==> src/rtl/magnitude_compare_seq_if.sv <==
// Start/done handshake bundle for the sequential magnitude comparator.
// The requester drives start/x/y; the comparator returns busy/done and the g/l/e flags.
interface magnitude_compare_seq_if #(
    parameter int WIDTH = 8
);
    logic             start;
    logic [WIDTH-1:0] x;
    logic [WIDTH-1:0] y;
    logic             busy;
    logic             done;
    logic             g;
    logic             l;
    logic             e;

    modport master (output start, x, y, input busy, done, g, l, e);
    modport slave  (input start, x, y, output busy, done, g, l, e);
endinterface

==> src/rtl/magnitude_compare_seq.sv <==
// Multi-cycle magnitude comparator: walks DIGIT-bit slices from the MSB down and
// stops at the first slice that differs, so a wide compare never needs a deep carry chain.
module magnitude_compare_seq #(
    parameter int WIDTH  = 8,
    parameter int DIGIT  = 2,
    parameter bit SIGNED = 1'b0
) (
    input  logic                   clk,
    input  logic                   rst,
    magnitude_compare_seq_if.slave bus
);
    localparam int N  = WIDTH / DIGIT;
    localparam int CW = $clog2(N + 1);
    // Flipping the sign bit maps two's-complement order onto unsigned order.
    localparam logic [WIDTH-1:0] LOAD_FLIP = SIGNED ? (WIDTH'(1) << (WIDTH - 1)) : '0;

    if (WIDTH < 2) begin : g_width_chk
        $error("magnitude_compare_seq: WIDTH must be >= 2");
    end
    if (WIDTH % DIGIT != 0) begin : g_digit_chk
        $error("magnitude_compare_seq: WIDTH must be a multiple of DIGIT");
    end

    typedef enum logic {
        IDLE,
        COMPARE
    } state_t;

    state_t            state, state_d;
    logic [WIDTH-1:0]  sx, sx_d;
    logic [WIDTH-1:0]  sy, sy_d;
    logic [CW-1:0]     cnt, cnt_d;
    logic              g_q, g_d;
    logic              l_q, l_d;
    logic              e_q, e_d;
    logic              done_q, done_d;
    logic [DIGIT-1:0]  a, b;

    assign a = sx[WIDTH-1 -: DIGIT];
    assign b = sy[WIDTH-1 -: DIGIT];

    // NOTE: every signal gets its default first, so no path through the case leaves a latch.
    always_comb begin
        state_d = state;
        sx_d    = sx;
        sy_d    = sy;
        cnt_d   = cnt;
        g_d     = g_q;
        l_d     = l_q;
        e_d     = e_q;
        done_d  = 1'b0;
        case (state)
            IDLE: begin
                if (bus.start) begin
                    sx_d    = bus.x ^ LOAD_FLIP;
                    sy_d    = bus.y ^ LOAD_FLIP;
                    cnt_d   = CW'(N);
                    state_d = COMPARE;
                end
            end
            COMPARE: begin
                if (a > b) begin
                    {g_d, l_d, e_d} = 3'b100;
                    done_d          = 1'b1;
                    state_d         = IDLE;
                end else if (a < b) begin
                    {g_d, l_d, e_d} = 3'b010;
                    done_d          = 1'b1;
                    state_d         = IDLE;
                end else if (cnt == CW'(1)) begin
                    {g_d, l_d, e_d} = 3'b001;
                    done_d          = 1'b1;
                    state_d         = IDLE;
                end else begin
                    sx_d  = sx << DIGIT;
                    sy_d  = sy << DIGIT;
                    cnt_d = cnt - CW'(1);
                end
            end
            default: state_d = IDLE;
        endcase
    end

    // NOTE: registered state uses non-blocking assignments so all flops update together.
    always_ff @(posedge clk or posedge rst) begin
        if (rst) begin
            state  <= IDLE;
            sx     <= '0;
            sy     <= '0;
            cnt    <= '0;
            g_q    <= 1'b0;
            l_q    <= 1'b0;
            e_q    <= 1'b0;
            done_q <= 1'b0;
        end else begin
            state  <= state_d;
            sx     <= sx_d;
            sy     <= sy_d;
            cnt    <= cnt_d;
            g_q    <= g_d;
            l_q    <= l_d;
            e_q    <= e_d;
            done_q <= done_d;
        end
    end

    assign bus.busy = (state == COMPARE);
    assign bus.done = done_q;
    assign bus.g    = g_q;
    assign bus.l    = l_q;
    assign bus.e    = e_q;
endmodule

==> src/flat_wrapper.sv <==
// flat-port wrapper written by rule: the top's interface ports become plain ports
module magnitude_compare_seq_flat 
#(
    parameter int WIDTH  = 8,
    parameter int DIGIT  = 2,
    parameter bit SIGNED = 1'b0
)
  (clk, rst, bus_start, bus_x, bus_y, bus_busy, bus_done, bus_g, bus_l, bus_e);
  magnitude_compare_seq_if #(.WIDTH(WIDTH)) bus_i ();
  input  logic clk;
  input  logic rst;
  input wire logic [$bits(bus_i.start)-1:0] bus_start;
  input wire logic [$bits(bus_i.x)-1:0] bus_x;
  input wire logic [$bits(bus_i.y)-1:0] bus_y;
  output wire logic [$bits(bus_i.busy)-1:0] bus_busy;
  output wire logic [$bits(bus_i.done)-1:0] bus_done;
  output wire logic [$bits(bus_i.g)-1:0] bus_g;
  output wire logic [$bits(bus_i.l)-1:0] bus_l;
  output wire logic [$bits(bus_i.e)-1:0] bus_e;
  assign bus_i.start = bus_start;
  assign bus_i.x = bus_x;
  assign bus_i.y = bus_y;
  assign bus_busy = bus_i.busy;
  assign bus_done = bus_i.done;
  assign bus_g = bus_i.g;
  assign bus_l = bus_i.l;
  assign bus_e = bus_i.e;
  magnitude_compare_seq #(.WIDTH(WIDTH), .DIGIT(DIGIT), .SIGNED(SIGNED)) u_core (.clk(clk), .rst(rst), .bus(bus_i));
endmodule
==> config.mk <==
export PLATFORM = sky130hd
export DESIGN_NAME = magnitude_compare_seq_flat
export DESIGN_NICKNAME = d
export VERILOG_FILES = /design/src/rtl/magnitude_compare_seq_if.sv /design/src/rtl/magnitude_compare_seq.sv /design/src/flat_wrapper.sv
export SDC_FILE = /design/constraint.sdc
export NUM_CORES = 1
export LEC_CHECK = 0
export ABC_AREA = 1
export CAP_MARGIN = 10
export CORE_MARGIN = 2
export CORE_UTILIZATION = 50
export DETAILED_ROUTE_END_ITERATION = 7
export DONT_BUFFER_PORTS = 1
export GPL_TIMING_DRIVEN = 0
export PLACE_DENSITY = 0.62
export RECOVER_POWER = 50
export SETUP_SLACK_MARGIN = 0.1
export SLEW_MARGIN = 20
export SYNTH_ARGS = -nofsm -noshare
export SYNTH_HDL_FRONTEND = slang
export SYNTH_SLANG_ARGS = --single-unit
==> constraint.sdc <==
create_clock -name clk -period 3.4 [get_ports clk]
set_input_delay 0.17 -clock clk [delete_from_list [all_inputs] [get_ports clk]]
set_output_delay 0.17 -clock clk [all_outputs]
set_load 0.05 [all_outputs]
; ---- Word-level counts from Yosys, hierarchy flattened
; Cells that the tools add are included.
[word_totals]
register_bits = 24
elab_cells = 52
[classes]
magnitude_cmp = 2
add_sub_neg = 1
bitwise = 1
eq_ne = 5
n_mux = 32
reduce_logical = 3
[op_table]
columns = cell, count
row1 = 8-bit two-way mux, 8
row2 = 8-bit case mux with 2 select lines, 2
row3 = 1-bit two-way mux, 16
row4 = 3-bit two-way mux, 4
row5 = 2-bit inequality test (second input constant), 4
row6 = 3-bit case mux with 2 select lines, 1
row7 = 4-bit AND reduction, 1
row8 = 3-bit by 1-bit equality test with 1-bit output (second input constant), 1
row9 = 3-bit nonzero test, 1
row10 = 3-bit by 1-bit subtractor with 3-bit output (second input constant), 1
row11 = 2-bit greater-than comparator, 1
row12 = 2-bit less-than comparator, 1
row13 = 1-bit case mux with 2 select lines, 1
row14 = 2-bit AND reduction, 1
row15 = 1-bit NOT, 1

; ---- Longest topological paths before layout
; Gate-level depths: netlist of run 1.
[logic_depth]
word_depth = 5
depth_mapped = 9

; ---- Worst setup path before layout of run 1
; OpenSTA, ideal clock, no wires.
[synth_timing]
path_type = register -> register
start = register u_core.state (netlist: u_core.bus.busy)
end = register u_core.sx[2]
setup_slack_ps = 1978
setup_time_ps = 117
required_time_ps = 3283
n_path_buf = 1
stages_incl_launch_ff = 5
arrival_time_ps = 1305
cell_sequence = dfrtp_1 nand3_1 buf_2 nand4_1 nand2_1
[synth_via]
elab_chain_len = 3
elab_cells_between_ends = 7
[synth_rtl]
columns = item, line_no
row1 = start: declaration, magnitude_compare_seq.sv:29  ; state_t state, state_d;
row2 = start signal: assignment, magnitude_compare_seq.sv:96  ; state <= state_d;
row3 = 1-bit NOT, magnitude_compare_seq.sv:52  ; case (state)
row4 = 2-bit inequality test (no source line), -
row5 = 4-bit AND reduction (no source line), -
row6 = end signal: assignment, magnitude_compare_seq.sv:88  ; sx <= '0;
row7 = end signal: assignment, magnitude_compare_seq.sv:97  ; sx <= sx_d;
row8 = end: declaration, magnitude_compare_seq.sv:30  ; logic [WIDTH-1:0] sx, sx_d;
; Parallel ways exist; a longest one is shown, timed or not.
; A chain may end at the register's enable or synchronous reset.

; ---- Final worst setup path of run 1
; Same ends and word-level chain as after synthesis.

==> results_dict.tcl, run 1 <==
set metrics [dict create \
    hpwlAfterDp_um 2030 \
    synth_top_area_frac 0.455 \
    synth_cell_type_count 13 \
    synth_warnings 0 \
    combPwrFrac 0.495 \
    die_w_um 55.4 \
    cp.required_ns 3.62 \
    areaGrowthSynthToFinish_pct 9.38 \
    ios 24 \
    synthSimpleGateAreaFrac 0.392 \
    synth_cells 174 \
    viasPerCell 5.40 \
    finalCriticalPeriod_ns 1.70 \
    dpl.cell_count 204 \
    final_antenna_net_count 0 \
    synth_seq_cells 24 \
    antenna_found_initial 0 \
    drive_gt1_frac 0.0929 \
    crit_chain "nand3_1 -> buf_2 -> nand4_1 -> nand2_1" \
    grtUsageTotal 0.206 \
    wl_um 2920 \
    status "complete, no violations" \
    arrival_ns 1.92 \
    die_h_um 55.4 \
    layout_common_cells "76 x nand2_1, 25 x nand3_1, 24 x dfrtp_1" \
    p_leak_nw 0.810 \
    yosysSeqAreaShare 0.455 \
    setup-tns-final_ns 0 \
    numCtsBuffers 3 \
    power.internal_uw 747 \
    worst_slew_pin_slew_ns 0.920 \
    grt_pass1_vias 1168 \
    setup.worst_path.class "flip-flop to flip-flop" \
    route.vias.total 1151 \
    cts_max_level 1 \
    drt_iter0_drc 59 \
    grt.overflow.total 0 \
    end_kind "flip-flop" \
    syn-num-nets 197 \
    drc 0 \
    syn_area_sq_mm 0.00132 \
    clk_latency_ns 0.32 \
    use_met1 0.274 \
    path_max_fanout 10 \
    setup_viol 0 \
    power.total_mw 1.46 \
    grt_max_degree 25 \
    min_path_type "input pin to flip-flop" \
    place_congestion 0.761 \
    synth_compound_area_frac 0.00379 \
    rows 18 \
    die-area_sq_mm 0.00307 \
    num_antenna_cells 0 \
    place_area_sq_mm 0.00136 \
    cap_viol_max_count 0 \
    whs_path_depth 4 \
    cts_sinks 24 \
    synth_top_family_by_area "simple AND/OR/NAND/NOR gates" \
    start_util 0.528 \
    pwr-share-clk 0.106 \
    max_freq_mhz 590 \
    crit_family "flip-flops" \
    coreArea_sq_mm 0.00250 \
    reg2reg_to "u_core.sx[2]" \
    fin_skew_ns 0.00910 \
    hp-start "bus_y[6]" \
    rrSetupSlack_ns 1.70 \
    fin_area_sq_mm 0.00144 \
    slowest_stage "dfrtp_1" \
    final_common_cell "nand2_1" \
    clock_path_buffers 2 \
    synth_xor_xnor_area_share 0 \
    switchingPower_uw 712 \
    maxSlewViolCount 0 \
    tritoncts "done" \
    grt-busiest-layer "met2" \
    io_buffers 0 \
    cp_slowest_stage_delay_ns 0.81 \
    switching_share 0.488 \
    relSlewSlack 0.386 \
    synth_area_leaders "dfrtp_1 45%, nand2_1 22%, nand3_1 9.5%, nand4_1 7.1%, buf_6 4.3%" \
    yosys.area_share.adder 0.0379 \
    timing.rr.start "u_core.bus.busy" \
    avgSynthCellArea_sq_um 7.59 \
    rsz0062_at_grt "false" \
    use_met3 0.0375 \
    wire_per_inst_um 13.7 \
    clkTransAtPathRegs_ns 0.14 \
    yosysTopAreaCell "dfrtp_1" \
    reg2regPathDepth 4 \
    critPathLaunchType "flip-flop" \
    p_per_area_mw_per_mm2 1010 \
    hold_viol_final 0 \
    grt.met2_usage 0.327 \
    min_to "u_core.sy[6]" \
    clockRootBuffer "clkbuf_4" \
    fin_nets 207 \
    firstDrtPassIters 4 \
    worst_ir_drop_vdd_mv 0.741 \
    layout.cells.non_filler 213 \
    synthMuxAreaShare 0 \
    pwr-share-seq 0.399 \
    path_buf_inv 1 \
    fin_crit_sh 0.499 \
    grt_pass1_wl_um 5060 \
]
==> cell type report <==
type	count	area [sq um]
buffer	10	86.3
clock buffer	4	36.3
fill	243	1060
inverter	16	60.1
multi-input combinational	124	573
sequential	24	601
tap	30	37.5
timing repair buffer	5	50.0
==> cells by family (layout without fill, tap and decap cells) <==
| kind of cell | count (synthesis) | after routing |
|---|---|---|
| and+or+nand+nor | 119 | 119 |
| buffers and inverters | 26 | 35 |
| DFF | 24 | 24 |
| adders and majority gates | 4 | 4 |
| AOI/OAI and AO/OA | 1 | 1 |
==> state kept, by name, indices dropped and copies added (netlist names) <==
register	flops
u_core.bus.l	1
u_core.bus.busy	1
u_core.bus.e	1
u_core.bus.done	1
u_core.bus.g	1
u_core.sx	8
u_core.sy	8
u_core.cnt	3
==> synthesized netlist by cell type <==
cell,n
nand3_1,25
nor2_2,1
inv_1,14
buf_2,3
nor2_1,2
nand2_1,76
ha_1,4
buf_6,5
a21oi_1,1
nand4_1,15
buf_4,2
dfrtp_1,24
inv_2,2
==> timing repair <==
action                                 CTS  global route
gates resized for setup                  0             0
setup buffers                            0             0
endpoints found under the hold margin   28             0
hold buffers                             5             0
==> per-stage QoR <==
| step | hold WS, ns | setup WS, ns | utilization |
|---|---|---|---|
| 4_1_cts | 0.0784 | 1.71 | 0.578 |
| 3_5_place_dp | 0.291 | 1.74 | 0.543 |
| 5_1_grt | 0.0758 | 1.65 | 0.578 |
| 2_1_floorplan | 0.185 | 1.98 | - |
| 6_report | 0.0787 | 1.70 | 0.578 |
| 3_3_place_gp | 0.291 | 1.78 | 0.543 |
==> worst max path at each step <==
| stage | slack [ns] | end | cells past startpoint | from |
|---|---|---|---|---|
| 4_1_cts | 1.71 | u_core.sx[2] | 4 | u_core.bus.busy |
| 5_1_grt | 1.65 | u_core.sx[3] | 4 | u_core.bus.busy |
| 3_3_place_gp | 1.78 | u_core.sx[3] | 4 | u_core.bus.busy |
| 2_1_floorplan | 1.98 | u_core.sx[2] | 4 | u_core.bus.busy |
| 6_report | 1.70 | u_core.sx[2] | 4 | u_core.bus.busy |
| 3_5_place_dp | 1.74 | u_core.sx[2] | 4 | u_core.bus.busy |
==> tightest hold or removal path, cell delays in order <==
cell and delay (ns):
nand2_1 0.04, nand2_1 0.04, nand4_1 0.07, nand2_1 0.05
==> routing by layer <==
layer / share of wire / wire [um] / up-vias
met5: 0 / 0 / -
met4: 0.013 / 38 / 0
met3: 0.059 / 171 / 5
met2: 0.46 / 1330 / 37
met1: 0.47 / 1380 / 530
li1: - / - / 579
==> power by group through the flow <==
stage,logic (mW),clock network (mW),registers (mW)
2_1_floorplan,0.572,0,0.568
3_3_place_gp,0.693,0,0.584
3_5_place_dp,0.715,0,0.590
4_1_cts,0.723,0.157,0.582
5_1_grt,0.833,0.168,0.601
6_report,0.723,0.155,0.582
Note: power is estimated with default switching activity, not from simulation.
==> inputs of run 2 (changes only) <==
--- a/config.mk
+++ b/config.mk
@@ -5,14 +5,14 @@
 export SDC_FILE = /design/constraint.sdc
 export NUM_CORES = 1
 export LEC_CHECK = 0
-export ABC_AREA = 1
+export ABC_AREA = 0
 export CAP_MARGIN = 10
 export CORE_MARGIN = 2
 export CORE_UTILIZATION = 50
 export DETAILED_ROUTE_END_ITERATION = 7
 export DONT_BUFFER_PORTS = 1
 export GPL_TIMING_DRIVEN = 0
-export PLACE_DENSITY = 0.62
+export PLACE_DENSITY = 0.65
 export RECOVER_POWER = 50
 export SETUP_SLACK_MARGIN = 0.1
 export SLEW_MARGIN = 20
==> constraint.sdc (replaced) <==
create_clock -name clk -period 1.4 [get_ports clk]
set_input_delay 0.07 -clock clk [delete_from_list [all_inputs] [get_ports clk]]
set_output_delay 0.07 -clock clk [all_outputs]
set_load 0.05 [all_outputs]
==> run 2 against run 1 <==
Net effect:
- the run now ends with negative hold slack, negative setup slack left
- combinational power rose to 4.6 times the previous value
- critical path depth up 2
- sequential power increased to 2.7 times the previous value
- clock power up 140%
- power increased to 3.6 times the previous value
- global-route usage up 2.8 points
- clock skew barely moved
- count of clock-buffer cells in the layout is the same
- area after synthesis grew 2.6%
- highest routed layer unchanged
==> results_dict.tcl, run 2 <==
set metrics [dict create \
    critPathLaunchType "flip-flop" \
    syn_area_sq_mm 0.00135 \
    crit_chain "ha_4 -> and2_4 -> buf_6 -> buf_6 -> nand2_2 -> o311ai_1" \
    drc 0 \
    areaGrowthSynthToFinish_pct 41.3 \
    status "finished, violations left" \
    use_met1 0.324 \
    p_per_area_mw_per_mm2 2760 \
    layout.cells.non_filler 197 \
    setup.worst_path.class "flip-flop to flip-flop" \
    die-area_sq_mm 0.00314 \
    cap_viol_max_count 0 \
    fin_nets 191 \
    setup_slack_ns -0.122 \
    route.vias.total 1209 \
    hold_viol_final 1 \
    grt_max_degree 25 \
    synth_warnings 0 \
    setup_viol 20 \
    antenna_found_initial 0 \
    cts_sinks 24 \
    failed_checks "negative hold slack, negative setup slack" \
    num_antenna_cells 0 \
    end_kind "flip-flop" \
    yosysSeqAreaShare 0.444 \
    setup-tns-final_ns -1.56 \
    max_freq_mhz 657 \
    synth_cells 130 \
    layout_common_cells "23 x dfrtp_1, 16 x buf_4, 13 x dlygate4sd3_1" \
    drt_iter0_drc 61 \
    maxSlewViolCount 0 \
    viasPerCell 6.14 \
    rows 18 \
    ios 24 \
    grt.met2_usage 0.393 \
    grt_pass1_wl_um 5880 \
    ys_top_cells_by_count "24 x dfrtp_1, 10 x nand4_1, 10 x nor2b_1" \
    clockRootBuffer "clkbuf_4" \
    min_path_type "input pin to flip-flop" \
    ys.flop_type "dfrtp_1" \
    pwr-share-clk 0.071 \
    switching_share 0.441 \
    async_flop_share 1.00 \
    fin_area_sq_mm 0.00191 \
    fin_crit_sh 1.09 \
    cp.required_ns 1.62 \
    coreArea_sq_mm 0.00252 \
    io_buffers 0 \
    pwr-share-seq 0.294 \
    p_leak_nw 0.803 \
    hold_slack_ns -0.00645 \
    place_area_sq_mm 0.00140 \
    tritoncts "done" \
    rsz0062_at_grt "true" \
    synth_enable_flop_cells 0 \
    synth_top_area_frac 0.444 \
    wire_per_inst_um 17.9 \
    grt_pass1_vias 1212 \
    start_util 0.537 \
    use_met3 0.0233 \
    grtUsageTotal 0.234 \
    power.internal_mw 2.96 \
    reg_top3 "u_core.sx x8, u_core.sy x8, u_core.cnt x3" \
    numCtsBuffers 3 \
    slowest_stage "dfrtp_1" \
    yosysTopAreaCell "dfrtp_1" \
    dpl.cell_count 160 \
    die_w_um 56.0 \
    avgSynthCellArea_sq_um 10.4 \
    wl_um 3520 \
    grt-busiest-layer "met2" \
    clock_path_buffers 2 \
    worst_slew_pin_slew_ns 0.927 \
    cts_max_level 1 \
    combPwrFrac 0.635 \
    place_congestion 0.808 \
    switchingPower_mw 2.33 \
    arrival_ns 1.74 \
    synth_area_leaders "dfrtp_1 44%, nand4_1 4.6%, nor2b_1 4.6%, o31ai_1 4.4%, ha_1 3.7%" \
    drive_gt1_frac 0.395 \
    cpMostUsedCell "buf_6" \
    fin_skew_ns 0.00942 \
    path_max_fanout 5 \
    grt.overflow.total 0 \
    clk_latency_ns 0.32 \
    final_antenna_net_count 0 \
    finalCriticalPeriod_ns 1.52 \
    firstDrtPassIters 4 \
    synth_most_common_cell "dfrtp_1" \
    fin_util 0.758 \
    synth_seq_cells 24 \
    relSlewSlack 0.381 \
    hpwlAfterDp_um 2040 \
    die_h_um 56.0 \
    cp_slowest_stage_delay_ns 0.46 \
    fillCellCount 182 \
    worst_ir_drop_vdd_mv 2.23 \
    final_common_cell "dfrtp_1" \
    clkTransAtPathRegs_ns 0.14 \
    power.total_mw 5.29 \
    syn-num-nets 153 \
    synth_cell_type_count 33 \
]
[run 2: area by class of cell]
cell class	count	area, sq um	share of cell area
well taps	30	37.5	0.0196
plain buffers	10	82.6	0.0432
flip-flops and latches	24	602	0.315
repair buffers	33	303	0.158
inverters	9	36.3	0.0190
multi-input cells	87	816	0.426
clock buffers	4	36.3	0.0190
[run 2: what timing repair did]
item,CTS,global route
resized for setup,29,18
hold buffers,13,0
endpoints found under the setup margin,23,24
pin swaps,16,9
gates cloned,2,0
setup buffers,12,6
hold endpoints to repair,36,0
[run 2: logic make-up after synthesis]
kind of cell,share of synthesized area
AO/OA/AOI/OAI,0.242
adder cells (fa/ha/maj),0.0370
buffers and inverters,0.0721
flip-flops,0.444
multiplexers,0.0222
AND/OR/NAND/NOR,0.183
[run 2: per-layer routing]
metal	vias to the layer above	routed length (um)
met3	2	131
met5	-	0
met4	0	15
met2	28	1800
met1	615	1570
li1	564	-
[run 2: power by group through the flow]
| stage | sequential [mW] | combinational [mW] | clock [mW] |
|---|---|---|---|
| after floorplan | 1.45 | 1.63 | 0 |
| after global placement | 1.51 | 1.93 | 0 |
| after detailed placement | 1.52 | 1.96 | 0 |
| after CTS | 1.53 | 2.92 | 0.377 |
| after global routing | 1.60 | 3.64 | 0.410 |
| final | 1.55 | 3.36 | 0.378 |
[run 2: worst max-delay path: cells and delay by family, from the launching register on]
kind            cells  cell delay [ns]
buf+inv             2             0.20
fa+ha+maj           1             0.29
simple gates        2             0.23
flops               1             0.46
compound gates      1             0.24
[run 2: metrics by stage]
step	setup WS, ns	hold WS, ns
after global routing	-0.208	0.00322
final	-0.122	-0.00645
after CTS	-0.125	0.00174
after detailed placement	-0.171	0.212
after global placement	-0.152	0.203
after floorplan	-0.0486	0.0846
[run 2: worst paths after layout]
kind	depth (start not counted)	from	endpoint	slack, ns
max in group asynchronous	2	rst	u_core.bus.busy	0.39
max	6	u_core.sy[6]	u_core.cnt[2]	-0.12
max reg2reg	6	u_core.sy[6]	u_core.cnt[2]	-0.12
min	2	bus_y[0]	u_core.sy[0]	-0.006
min reg2reg	1	u_core.sy[4]	u_core.sy[4]	0.53
min in group asynchronous	2	rst	u_core.sy[5]	0.39
==> inputs of run 3 (changes only) <==
--- a/config.mk
+++ b/config.mk
@@ -9,10 +9,11 @@
 export CAP_MARGIN = 10
 export CORE_MARGIN = 2
 export CORE_UTILIZATION = 50
+export CTS_BUF_LIST = sky130_fd_sc_hd__clkbuf_2 sky130_fd_sc_hd__clkbuf_4 sky130_fd_sc_hd__clkbuf_8
 export DETAILED_ROUTE_END_ITERATION = 7
 export DONT_BUFFER_PORTS = 1
 export GPL_TIMING_DRIVEN = 0
-export PLACE_DENSITY = 0.65
+export PLACE_DENSITY = 0.62
 export RECOVER_POWER = 50
 export SETUP_SLACK_MARGIN = 0.1
 export SLEW_MARGIN = 20
==> constraint.sdc (replaced) <==
create_clock -name clk -period 1.76 [get_ports clk]
set_input_delay 0.088 -clock clk [delete_from_list [all_inputs] [get_ports clk]]
set_output_delay 0.088 -clock clk [all_outputs]
set_load 0.05 [all_outputs]
==> run 3 against run 2 <==
Net effect:
- the run ends with negative hold slack left
- maximum frequency down 8.6%
- critical path type unchanged
- register-to-register slack better by 0.22 ns
- clock power down 34%
- sequential power down 23%
- worst setup slack better by 0.22 ns
==> results_dict.tcl, run 3 (synthesized netlist as in run 2, its figures left out) <==
set metrics [dict create \
    die_w_um 56.0 \
    end_kind "flip-flop" \
    path_max_fanout 10 \
    timing.rr.start "u_core.bus.busy" \
    path_buf_inv 2 \
    fin_nets 171 \
    wire_per_inst_um 17.2 \
    cts_sinks 24 \
    io_buffers 0 \
    ios 24 \
    place_congestion 0.756 \
    die-area_sq_mm 0.00314 \
    maxSlewViolCount 0 \
    final_common_cell "dfrtp_1" \
    grt_pass1_wl_um 5040 \
    drive_gt1_frac 0.192 \
    clock_path_buffers 2 \
    combPwrFrac 0.541 \
    arrival_ns 1.89 \
    wl_um 3030 \
    cp.required_ns 1.98 \
    power.internal_mw 1.66 \
    fin_skew_ns 0.00937 \
    status "finished, violations left" \
    max_freq_mhz 600 \
    drt_iter0_drc 37 \
    hpwlAfterDp_um 2030 \
    reg_top3 "u_core.sx x8, u_core.sy x8, u_core.cnt x3" \
    hp-start "bus_y[0]" \
    viasPerCell 6.16 \
    crit_family "flip-flops" \
    p_per_area_mw_per_mm2 2010 \
    min_path_type "input pin to flip-flop" \
    setup_viol 0 \
    relSlewSlack 0.383 \
    pwr-share-clk 0.079 \
    grt_max_degree 25 \
    areaGrowthSynthToFinish_pct 16.4 \
    drc 0 \
    fin_util 0.625 \
    rrSetupSlack_ns 0.09 \
    switchingPower_mw 1.50 \
    place_ws_ns 0.0862 \
    firstDrtPassIters 4 \
    cap_viol_max_count 0 \
    fin_crit_sh 0.946 \
    crit_chain "buf_6 -> nor2b_2 -> a41oi_4 -> inv_4 -> o221a_2" \
    multi_input_area_sq_um 687 \
    hold_slack_ns -0.00801 \
    setup_slack_ns 0.0946 \
    cts_max_level 1 \
    antenna_found_initial 0 \
    coreArea_sq_mm 0.00252 \
    grt_pass1_vias 1022 \
    worst_ir_drop_vdd_mv 1.38 \
    grtUsageTotal 0.202 \
    clkTransAtPathRegs_ns 0.13 \
    crit_start "u_core.bus.busy" \
    layout.cells.non_filler 176 \
    route.vias.total 1084 \
    pwr-share-seq 0.380 \
    rsz0062_at_grt "true" \
    clk_latency_ns 0.33 \
    clockRootBuffer "clkbuf_4" \
    layout_common_cells "24 x dfrtp_1, 12 x dlygate4sd3_1, 10 x nor2b_1, 10 x nand4_1" \
    tritoncts "done" \
    final_antenna_net_count 0 \
    switching_share 0.474 \
    critPathLaunchType "flip-flop" \
    slowest_stage "dfrtp_1" \
    fillCellCount 215 \
    die_h_um 56.0 \
    cp_slowest_stage_delay_ns 0.67 \
    numCtsBuffers 3 \
    dpl.cell_count 160 \
    seqCellArea_sq_um 601 \
    hold_viol_final 1 \
    start_util 0.537 \
    num_antenna_cells 0 \
    setup-tns-final_ns 0 \
    grt.overflow.total 0 \
    setup.worst_path.class "flip-flop to flip-flop" \
    failed_checks "negative hold slack" \
    finalCriticalPeriod_ns 1.67 \
    p_leak_nw 0.665 \
    rows 18 \
    worst_slew_pin_slew_ns 0.925 \
]
[run 3: path summary, 6_finish.rpt]
check,end,depth (start not counted)
setup / recovery,u_core.sx[2],5
hold / removal,u_core.sy[0],2
setup reg to reg,u_core.sx[2],5
hold reg to reg,u_core.sx[0],1
max in group asynchronous,u_core.cnt[1],2
min in group asynchronous,u_core.sy[7],2
[run 3: layer usage]
| layer | routed length, um | GRT usage | up-vias |
|---|---|---|---|
| li1 | - | - | 520 |
| met1 | 1370 | 0.303 | 528 |
| met2 | 1490 | 0.306 | 31 |
| met3 | 127 | 0.0233 | 5 |
| met4 | 42 | 0.0612 | 0 |
| met5 | 0 | 0 | - |
[run 3: per-stage QoR]
step / power (mW) / area (sq um)
6_report: 3.16 / 1580
5_1_grt: 3.38 / 1580
4_1_cts: 3.06 / 1550
3_5_place_dp: 2.76 / 1390
3_3_place_gp: 2.72 / 1390
2_1_floorplan: 2.44 / 1350
[run 3: timing repair]
action                     4_1_cts  5_1_grt
gates resized for setup          2        5
setup buffers                    0        1
hold buffers                    12        0
hold endpoints to repair        35        0
pin swaps                        0        2
setup endpoints to repair        3        8
[run 3: power groups by stage]
stage | clock network (mW) | logic [mW] | registers [mW]
floorplan | 0 | 1.28 | 1.15
global placement | 0 | 1.53 | 1.20
detailed placement | 0 | 1.55 | 1.20
CTS | 0.253 | 1.61 | 1.20
global route | 0.269 | 1.88 | 1.23
finish | 0.249 | 1.71 | 1.20
[run 3: worst register-to-register path: cells and delay by family (launching register included)]
family          cells  cell delay, ns
flops               1            0.67
compound gates      2            0.50
buf+inv             2            0.31
simple gates        1            0.10
[run 3: final cells by class]
class,instances,area share
Tap cell,30,0.0238
Inverter,9,0.0230
Clock buffer,3,0.0143
Timing Repair Buffer,13,0.0810
Multi-Input combinational cell,87,0.436
Sequential cell,24,0.381
Buffer,10,0.0405
